===== src/rtl/multicycle_main_control_if.sv =====
// multicycle_main_control_if: opcode/handshake inputs and datapath control outputs of the multicycle MIPS controller
interface multicycle_main_control_if;
    logic [5:0] Opcode;
    logic       MemReady;
    logic       PCWrite;
    logic       PCWriteCond;
    logic       IorD;
    logic       MemRead;
    logic       MemWrite;
    logic       IRWrite;
    logic       MemtoReg;
    logic       RegDst;
    logic       RegWrite;
    logic       ALUSrcA;
    logic [1:0] ALUSrcB;
    logic [1:0] PCSource;
    logic       ALUOp1;
    logic       ALUOp0;
    logic       IllegalOp;
    logic [3:0] State;
    modport master (
        input  Opcode, MemReady,
        output PCWrite, PCWriteCond, IorD, MemRead, MemWrite, IRWrite, MemtoReg, RegDst,
               RegWrite, ALUSrcA, ALUSrcB, PCSource, ALUOp1, ALUOp0, IllegalOp, State
    );
    modport slave (
        output Opcode, MemReady,
        input  PCWrite, PCWriteCond, IorD, MemRead, MemWrite, IRWrite, MemtoReg, RegDst,
               RegWrite, ALUSrcA, ALUSrcB, PCSource, ALUOp1, ALUOp0, IllegalOp, State
    );
endinterface


===== src/rtl/multicycle_main_control.sv =====
// multicycle_main_control: FSM sequencing the multicycle MIPS datapath with memory-ready stalls
module multicycle_main_control #(
    parameter bit WAIT_EN = 1'b1
) (
    input logic clk,
    input logic reset_n,
    multicycle_main_control_if.master bus
);
    localparam logic [3:0] RST = 4'd0, FETCH = 4'd1, DECODE = 4'd2, MEMADR = 4'd3, MEMRD = 4'd4,
                           MEMWB = 4'd5, MEMWR = 4'd6, EXEC = 4'd7, RWB = 4'd8, BRANCH = 4'd9, JUMP = 4'd10;
    logic [3:0] state, state_nxt;
    logic       rdy, legal, fetch_go;
    assign rdy = WAIT_EN ? bus.MemReady : 1'b1;
    assign legal = bus.Opcode inside {6'b000000, 6'b100011, 6'b101011, 6'b000100, 6'b000010};
    always_ff @(posedge clk or negedge reset_n)
        if (!reset_n) state <= RST;
        else state <= state_nxt;
    always_comb begin
        state_nxt = RST;
        case (state)
            RST:    state_nxt = FETCH;
            FETCH:  state_nxt = rdy ? DECODE : FETCH;
            DECODE: state_nxt = (bus.Opcode == 6'b000000) ? EXEC :
                                (bus.Opcode == 6'b100011 || bus.Opcode == 6'b101011) ? MEMADR :
                                (bus.Opcode == 6'b000100) ? BRANCH :
                                (bus.Opcode == 6'b000010) ? JUMP : FETCH;
            MEMADR: state_nxt = (bus.Opcode == 6'b100011) ? MEMRD : MEMWR;
            MEMRD:  state_nxt = rdy ? MEMWB : MEMRD;
            MEMWR:  state_nxt = rdy ? FETCH : MEMWR;
            EXEC:   state_nxt = RWB;
            MEMWB, RWB, BRANCH, JUMP: state_nxt = FETCH;
            default: state_nxt = RST;
        endcase
    end
    // IRWrite/PCWrite in FETCH are the only outputs that look at MemReady
    assign fetch_go        = (state == FETCH) && rdy;
    assign bus.PCWrite     = fetch_go || (state == JUMP);
    assign bus.IRWrite     = fetch_go;
    assign bus.PCWriteCond = state == BRANCH;
    assign bus.IorD        = (state == MEMRD) || (state == MEMWR);
    assign bus.MemRead     = (state == FETCH) || (state == MEMRD);
    assign bus.MemWrite    = state == MEMWR;
    assign bus.MemtoReg    = state == MEMWB;
    assign bus.RegDst      = state == RWB;
    assign bus.RegWrite    = (state == MEMWB) || (state == RWB);
    assign bus.ALUSrcA     = (state == MEMADR) || (state == EXEC) || (state == BRANCH);
    assign bus.ALUSrcB     = (state == FETCH) ? 2'b01 : (state == DECODE) ? 2'b11 :
                             (state == MEMADR) ? 2'b10 : 2'b00;
    assign bus.PCSource    = (state == BRANCH) ? 2'b01 : (state == JUMP) ? 2'b10 : 2'b00;
    assign bus.ALUOp1      = state == EXEC;
    assign bus.ALUOp0      = state == BRANCH;
    assign bus.IllegalOp   = (state == DECODE) && !legal;
    assign bus.State       = state;
endmodule


===== src/flat_wrapper.sv =====
// flat-port wrapper written by rule: the top's interface ports become plain ports
module multicycle_main_control_flat 
#(
    parameter bit WAIT_EN = 1'b1
)
  (clk, reset_n, bus_Opcode, bus_MemReady, bus_PCWrite, bus_PCWriteCond, bus_IorD, bus_MemRead, bus_MemWrite, bus_IRWrite, bus_MemtoReg, bus_RegDst, bus_RegWrite, bus_ALUSrcA, bus_ALUSrcB, bus_PCSource, bus_ALUOp1, bus_ALUOp0, bus_IllegalOp, bus_State);
  multicycle_main_control_if bus_i ();
  input logic clk;
  input logic reset_n;
  input wire logic [$bits(bus_i.Opcode)-1:0] bus_Opcode;
  input wire logic [$bits(bus_i.MemReady)-1:0] bus_MemReady;
  output wire logic [$bits(bus_i.PCWrite)-1:0] bus_PCWrite;
  output wire logic [$bits(bus_i.PCWriteCond)-1:0] bus_PCWriteCond;
  output wire logic [$bits(bus_i.IorD)-1:0] bus_IorD;
  output wire logic [$bits(bus_i.MemRead)-1:0] bus_MemRead;
  output wire logic [$bits(bus_i.MemWrite)-1:0] bus_MemWrite;
  output wire logic [$bits(bus_i.IRWrite)-1:0] bus_IRWrite;
  output wire logic [$bits(bus_i.MemtoReg)-1:0] bus_MemtoReg;
  output wire logic [$bits(bus_i.RegDst)-1:0] bus_RegDst;
  output wire logic [$bits(bus_i.RegWrite)-1:0] bus_RegWrite;
  output wire logic [$bits(bus_i.ALUSrcA)-1:0] bus_ALUSrcA;
  output wire logic [$bits(bus_i.ALUSrcB)-1:0] bus_ALUSrcB;
  output wire logic [$bits(bus_i.PCSource)-1:0] bus_PCSource;
  output wire logic [$bits(bus_i.ALUOp1)-1:0] bus_ALUOp1;
  output wire logic [$bits(bus_i.ALUOp0)-1:0] bus_ALUOp0;
  output wire logic [$bits(bus_i.IllegalOp)-1:0] bus_IllegalOp;
  output wire logic [$bits(bus_i.State)-1:0] bus_State;
  assign bus_i.Opcode = bus_Opcode;
  assign bus_i.MemReady = bus_MemReady;
  assign bus_PCWrite = bus_i.PCWrite;
  assign bus_PCWriteCond = bus_i.PCWriteCond;
  assign bus_IorD = bus_i.IorD;
  assign bus_MemRead = bus_i.MemRead;
  assign bus_MemWrite = bus_i.MemWrite;
  assign bus_IRWrite = bus_i.IRWrite;
  assign bus_MemtoReg = bus_i.MemtoReg;
  assign bus_RegDst = bus_i.RegDst;
  assign bus_RegWrite = bus_i.RegWrite;
  assign bus_ALUSrcA = bus_i.ALUSrcA;
  assign bus_ALUSrcB = bus_i.ALUSrcB;
  assign bus_PCSource = bus_i.PCSource;
  assign bus_ALUOp1 = bus_i.ALUOp1;
  assign bus_ALUOp0 = bus_i.ALUOp0;
  assign bus_IllegalOp = bus_i.IllegalOp;
  assign bus_State = bus_i.State;
  multicycle_main_control #(.WAIT_EN(WAIT_EN)) u_core (.clk(clk), .reset_n(reset_n), .bus(bus_i));
endmodule

===== config.mk =====
export PLATFORM = sky130hd
export DESIGN_NAME = multicycle_main_control_flat
export DESIGN_NICKNAME = d
export VERILOG_FILES = /design/src/rtl/multicycle_main_control_if.sv /design/src/rtl/multicycle_main_control.sv /design/src/flat_wrapper.sv
export SDC_FILE = /design/constraint.sdc
export NUM_CORES = 1
export LEC_CHECK = 0
export ABC_AREA = 0
export CORE_MARGIN = 3
export CORE_UTILIZATION = 30
export CTS_BUF_LIST = sky130_fd_sc_hd__clkbuf_8
export DETAILED_ROUTE_END_ITERATION = 6
export PLACE_DENSITY = 0.74
export SLEW_MARGIN = 20
export SYNTH_ARGS = -nofsm -noshare
export SYNTH_HDL_FRONTEND = slang
export SYNTH_SLANG_ARGS = --single-unit

===== constraint.sdc =====
create_clock -name clk -period 1.9 [get_ports clk]
set_clock_uncertainty 0.15 [all_clocks]
set_input_delay 0.285 -clock clk [delete_from_list [all_inputs] [get_ports clk]]
set_output_delay 0.285 -clock clk [all_outputs]
set_load 0.005 [all_outputs]

# [Yosys cells after proc, flatten, opt, wreduce, memory -nomap -nowiden]
# Cells that the tools add are included.
[op_classes] n_eq_ne=14 mux=14 reduce_logical=14
[ops] operator="$pmux 4 s7" n=1
[ops] operator="$eq 4x3->1 const B" n=4
[ops] operator="$mux 4" n=4
[ops] operator="$mux 2" n=7
[ops] operator="$eq 4x4->1 const B" n=3
[ops] operator="$eq 6x6->1 const B" n=2
[ops] operator="$eq 4x2->1 const B" n=2
[ops] operator="$logic_or 1x1->1" n=7
[ops] operator="$eq 6x2->1 const B" n=1
[ops] operator="$eq 6x3->1 const B" n=1
[ops] operator="$logic_not 6->1" n=1
[ops] operator="$reduce_bool 5->1" n=1
[ops] operator="$reduce_or 5->1" n=1
[ops] operator="$eq 4x1->1 const B" n=1
[ops] operator="$logic_not 4->1" n=1
[ops] operator="$mux 3" n=1
[ops] operator="$logic_and 1x1->1" n=2
[ops] operator="$logic_not 1->1" n=1
[ops] operator="$mux 1" n=1
[word_totals] ff_bits=4 input_bits=9 out_inout_bits=21 elab_cells=43

# [Longest topological paths before layout]
# Gate-level depths: netlist of run 1.
[logic_depth] word_depth=6 ltp_mapped=4 depth_no_buf=3

# [Least setup slack after synthesis of run 1]
# Ideal clock, no wire load.
[synth_path] path_type="register to output" from="register u_core.state[2] (netlist: u_core.bus.State[2])" to="output bus_RegWrite" arrival_time_ps=1267 required_ps=1465 path_slack_ps=198 stages_incl_launch_ff=5 path_buffers=1 path_cell_list="dfrtp_1 -> buf_1 -> inv_1 -> or3_1 -> a21oi_1"
[synth_via] elab_chain_cells=2 elab_cells_between_ends=3 cone_classes="eq/ne: 2; reduce/logical: 1"
[synth_lines] item="from (decl)" line_no="multicycle_main_control.sv:11" rtl="logic [3:0] state, state_nxt;"
[synth_lines] item="from (signal assigned)" line_no="multicycle_main_control.sv:17" rtl="else state <= state_nxt;"
[synth_lines] item="$eq 4x3->1 or $eq 4x4->1 (tied branches)" line_no="multicycle_main_control.sv:45" rtl="assign bus.RegWrite = (state == MEMWB) || (state == RWB);"
[synth_lines] item="$logic_or 1x1->1 *" line_no="multicycle_main_control.sv:45"
[synth_lines] item="to (decl)" line_no="flat_wrapper.sv:20" rtl="output wire logic [$bits(bus_i.RegWrite)-1:0] bus_RegWrite;"
# Every way passes the cells marked *; elsewhere a longest branch is shown, timed or not.

# [Worst setup path after layout of run 1]
[layout_path] from="input bus_Opcode[5]" to="output bus_IllegalOp"
[layout_via] elab_chain_cells=4 elab_cells_between_ends=8 cone_classes="eq/ne: 4; reduce/logical: 4"
[layout_lines] item="from (decl)" line_no="flat_wrapper.sv:10" rtl="input wire logic [$bits(bus_i.Opcode)-1:0] bus_Opcode;"
[layout_lines] item="$eq 6x6->1 (tied with other cells)" line_no="multicycle_main_control.sv:14" rtl="assign legal = bus.Opcode inside {6'b000000, 6'b100011, 6'b101011, 6'b000100, 6'b000010};"
[layout_lines] item="$reduce_bool 5->1 *" line_no="multicycle_main_control.sv:14"
[layout_lines] item="$logic_not 1->1 *" line_no="multicycle_main_control.sv:52" rtl="assign bus.IllegalOp = (state == DECODE) && !legal;"
[layout_lines] item="$logic_and 1x1->1 *" line_no="multicycle_main_control.sv:52"
[layout_lines] item="to (decl)" line_no="flat_wrapper.sv:26" rtl="output wire logic [$bits(bus_i.IllegalOp)-1:0] bus_IllegalOp;"
# Marks and branches as above.

==> reports/qor.txt, run 1 <==
outcome: completed
vias in the first global route: 714
post-detail-place hpwl: 1268 um
placed cells: 130
post-synthesis mux area share: 0%
largest family of logic cells by synthesized area: simple AND/OR/NAND/NOR gates
final period utilization: 97.53%
max FFs per register: 4
Distinct cells, synth: 31
fraction of the mapped netlist area in compound gates: 23.30%
wire length of the first global-routing pass: 2891 um
critical path class: input port to primary output
PwrDens: 1331 nW/um^2
initial core utilization: 34.17%
f_max: 0.5397 GHz
vias per cell: 5.206
Antenna diodes: 0
Max-cap violations: 0
htree depth: 1
largest net degree at the start of global routing: 12
min-delay worst type: input port to asynchronous set/reset pin
endpoint type of the worst setup path: primary output
sequential share of the synthesized area: 20.94%
total CTS buffers: 3
clk root buf: clkbuf_8
Die ar.: 2108 um^2
port bufs: 29
vias after detailed routing: 734
global route total overflow: 0
hold_ws: 0.1245 ns
Syn Area/Cell: 7.242 um^2
nets: 137
Synth Net Count: 75
Total GRT Usage: 18.53%
total power: 0.001443 W
Slew HR: 80.07%
simple-gate area share of the yosys netlist: 42.67%
Final ANT Viol Nets: 0
final setup TNS: 0 ns
Post-route DRC: 0
filler-free cell count of the finished design: 141
Die Width: 45.92 um
TritonCTS sink count: 4
Final Critical Period: 1.853 ns
Routability Congestion: 0.8329
Pleak: 0.5365 nW
hold_buf cts: 0
Final Instance Area: 1084 um^2
multi-input combinational cell area: 412.9 um^2
Area growth, synth to finish: 126.7%
FF+latch count, synth: 4
Max Transition Viols Final: 0
drt pass-1 iters: 4
Arr. time, crit path: 1.42 ns
area post-placement: 944.7 um^2
Worst-path clk slew: 0.03 ns
Post-Synth XOR/XNOR Area: 3.665%
Netlist Area Pre-Place: 478.0 um^2
# rows: 13
Iteration-0 DRC Markers: 5
worst skew pair latency: 0.21 ns
Die Height: 45.92 um
TritonCTS clock tree: done
clk buf depth: 2
Max Fanout on Critical Path: 2
fill count: 105
commonest cells after routing, fill and taps aside: buf_4 (31), dlygate4sd2_1 (12), nor2_1 (8), clkdlybuf4s50_1 (8)
final hold violations: 0
worst vdd ir: 0.0006982 V
I/O pin total: 30
Synth Warn #: 0
Adder-Cell Fraction of Synth Area: 0%
WL final: 1880 um
most common cell after layout, fill and taps aside: buf_4
Routed WL per cell: 13.33 um
Core ar.: 1399 um^2
final setup fails: 0
WP data required: 1.46 ns
initial antenna violation count: 0
register area: 101.3 um^2
critical path launch point type: input port
layout cells sized above 1: 49.21%
Worst Tran Pin Value: 0.2981 ns
instance count of the mapped netlist: 66
[final cells by class]
cell class              count  share of cell area, %
repair buffers             63                  46.30
multi-input cells          54                  38.11
flip-flops and latches      4                  9.353
clock buffers               3                  3.811
well taps                  15                  1.732
inverters                   2                 0.6928
[stage by stage]
step                      util, %  setup slack [ns]
after floorplan                 -            0.1983
after global placement      67.53           -0.4467
after detailed placement    67.53           -0.4610
after CTS                   76.48          -0.08948
after global routing        77.46          -0.01847
final                       77.46           0.04700
[worst max-delay path, cell delays in order]
cell and delay (ns):
dlygate4sd2_1 0.24, or4_4 0.53, o2111a_1 0.25, clkbuf_2 0.11
[metal layers]
layer / track usage (%) / wire length (um)
met5: 0 / 0
met4: 4.545 / 12
met3: 5.138 / 176
met2: 34.07 / 949
met1: 20.52 / 741
[worst paths after layout]
kind / depth (start not counted) / from / slack [ns] / end
max: 4 / bus_Opcode[5] / 0.05 / bus_IllegalOp
min: 1 / reset_n / 0.12 / u_core.bus.State[0]
max reg2reg: 5 / u_core.bus.State[1] / 0.19 / u_core.bus.State[1]
min reg2reg: 3 / u_core.bus.State[0] / 0.58 / u_core.bus.State[3]
max in group asynchronous: 1 / reset_n / 1.30 / u_core.bus.State[3]
min in group clk: 3 / bus_Opcode[3] / 0.56 / u_core.bus.State[1]
[repair_timing]
item	4_1_cts	5_1_grt
pin swaps	6	5
setup endpoints to repair	19	10
hold endpoints to repair	0	0
setup buffers	7	3
resized for setup	43	18
[cells in the mapped netlist]
master / count / area, um^2
o31a_1: 1 / 8.760
or3_1: 1 / 6.260
buf_6: 1 / 11.26
and3_1: 1 / 6.260
or4_1: 2 / 15.01
buf_1: 1 / 3.750
nor3_1: 3 / 15.01
o2111a_1: 1 / 11.26
buf_4: 2 / 15.01
nor3b_1: 2 / 15.01
or2_2: 1 / 6.260
nand2b_1: 6 / 37.54
nand3_1: 1 / 5.000
a21o_1: 1 / 7.510
or4_4: 1 / 11.26
o311a_2: 1 / 11.26
or4bb_1: 1 / 11.26
nor4bb_1: 1 / 10.01
a31oi_1: 1 / 6.260
o21ai_0: 5 / 25.02
nor2_1: 10 / 37.54
a21oi_1: 5 / 25.02
xnor2_1: 2 / 17.52
inv_1: 2 / 7.510
and2_1: 1 / 6.260
clkbuf_1: 2 / 7.510
nand2_1: 3 / 11.26
and4b_1: 1 / 10.01
a211oi_1: 1 / 7.510
dfrtp_1: 4 / 100.1
o32ai_1: 1 / 8.760
[power breakdown]
group / switching [W] / leakage (nW) / internal (W)
clock network: 0.0000349 / 0.0216 / 0.000134
registers: 0.0000247 / 0.0486 / 0.000120
logic: 0.000481 / 0.466 / 0.000649
total: 0.000540 / 0.537 / 0.000902
[cells by family (layout without fill, tap and decap cells)]
kind of cell | after synthesis | in the layout
AND/OR/NAND/NOR | 35 | 35
buffers and inverters | 8 | 68
AO/OA/AOI/OAI | 17 | 17
flip-flops | 4 | 4
XOR/XNOR | 2 | 2
No activity file was read; power rests on OpenSTA's default activity.
==> run 2: changes to the inputs <==
Settings changed: CTS_BUF_LIST sky130_fd_sc_hd__clkbuf_8 to sky130_fd_sc_hd__clkbuf_2 sky130_fd_sc_hd__clkbuf_4 sky130_fd_sc_hd__clkbuf_8.
==> reports/qor.txt, run 2 (synthesized netlist as in run 1, its figures left out) <==
final period utilization: 99.35%
endpoint type of the worst setup path: primary output
Arr. time, crit path: 1.45 ns
largest net degree at the start of global routing: 12
Antenna diodes: 0
Die Height: 45.92 um
crit path cell chain: buf_6 > or3_1 > a21oi_2 > clkdlybuf4s15_2
Combinational Power Share: 82.4%
Total GRT Usage: 20.03%
global route total overflow: 0
dpl ws: -0.4610 ns
initial antenna violation count: 0
TritonCTS clock tree: done
internal power: 0.0008397 W
WL final: 1989 um
Die Width: 45.92 um
Routability Congestion: 0.8329
max FFs per register: 4
layout cells sized above 1: 50.00%
Post-route DRC: 0
RSZ-0062 raised after global routing: yes
critical path class: flop to primary output
# rows: 13
port bufs: 29
PwrDens: 1274 nW/um^2
total CTS buffers: 3
worst vdd ir: 0.0005857 V
Routed WL per cell: 14.11 um
vias in the first global route: 720
Worst path max stage delay: 0.41 ns
clk root buf: clkbuf_4
Final Core Density: 78.00%
Die ar.: 2108 um^2
WP data required: 1.46 ns
Pleak: 0.5376 nW
sequential share of power: 10.7%
Final Critical Period: 1.888 ns
min-delay worst type: input port to asynchronous set/reset pin
hold_buf cts: 0
filler-free cell count of the finished design: 141
I/O pin total: 30
hold_ws: 0.1162 ns
Worst Tran Pin Value: 0.3449 ns
Final ANT Viol Nets: 0
flop-to-flop setup slack: 0.16 ns
initial core utilization: 34.17%
final hold violations: 0
final setup fails: 0
total power: 0.001390 W
TritonCTS sink count: 4
f_max: 0.5298 GHz
commonest cells after routing, fill and taps aside: buf_4 (30), dlygate4sd2_1 (13), nor2_1 (8), clkdlybuf4s50_1 (7)
vias after detailed routing: 741
Max Transition Viols Final: 0
Max Fanout on Critical Path: 3
Worst-path clk slew: 0.04 ns
post-detail-place hpwl: 1268 um
most common cell after layout, fill and taps aside: buf_4
worst skew pair latency: 0.22 ns
Psw: 0.0005502 W
wire length of the first global-routing pass: 3146 um
Core ar.: 1399 um^2
Area growth, synth to finish: 128.3%
fill count: 110
outcome: completed
critical path launch point type: flop
Iteration-0 DRC Markers: 8
htree depth: 1
clock power share: 7.0%
sw frac: 39.59%
slowest CP cell: dfrtp_2
Max-cap violations: 0
drt pass-1 iters: 4
nets: 137
vias per cell: 5.255
clk buf depth: 2
Slew HR: 76.94%
placed cells: 130
Final WS setup: 0.01232 ns
## run 2: layer usage
metal	global-route usage, %	wire length, um	vias up
li1	-	-	363
met1	23.06	836	345
met2	37.36	990	31
met3	2.767	141	2
met4	5.682	19	0
met5	0	0	-
## run 2: final timing paths
path | startpoint | to | cells after the start
min in group clk | u_core.bus.State[0] | u_core.bus.State[3] | 3
setup reg to reg | u_core.bus.State[3] | u_core.bus.State[1] | 6
hold reg to reg | u_core.bus.State[0] | u_core.bus.State[3] | 3
hold / removal | reset_n | u_core.bus.State[2] | 1
setup / recovery | u_core.bus.State[3] | bus_RegWrite | 4
max in group asynchronous | reset_n | u_core.bus.State[3] | 1
## run 2: layout make-up
class | count | area (um^2) | area share [%]
sequential | 4 | 101.3 | 9.289
clock buffer | 3 | 22.52 | 2.064
tap | 15 | 18.77 | 1.720
inverter | 2 | 7.507 | 0.6881
multi-input combinational | 54 | 424.2 | 38.88
timing repair buffer | 63 | 516.7 | 47.36
## run 2: worst max-delay path: cells and delay by family, from the launching register on
kind                   cells  cell delay (ns)
AO/OA/AOI/OAI              1             0.12
buffers and inverters      2             0.33
flip-flops                 1             0.41
AND/OR/NAND/NOR            1             0.37
## run 2: repair_timing
action                                  CTS  global route
hold endpoints to repair                  0             0
setup buffers                             8             2
gates resized for setup                  46            18
pin swaps                                 6             5
endpoints found under the setup margin   19            13
## run 2: power by group through the flow
stage / Clock, W / Sequential, W / Combinational, W
floorplan: 0 / 0.000165 / 0.000366
global placement: 0 / 0.000154 / 0.000938
detailed placement: 0 / 0.000153 / 0.000954
CTS: 0.0000966 / 0.000144 / 0.00107
global route: 0.000105 / 0.000152 / 0.00124
finish: 0.0000970 / 0.000148 / 0.00114
## run 2: per-stage QoR
| stage | setup TNS (ns) | instance area (um^2) |
|---|---|---|
| 6_report | 0 | 1091 |
| 5_1_grt | -0.1816 | 1091 |
| 4_1_cts | -0.1187 | 1069 |
| 3_5_place_dp | -2.091 | 944.7 |
| 3_3_place_gp | -1.980 | 944.7 |
| 2_1_floorplan | 0 | 478.0 |
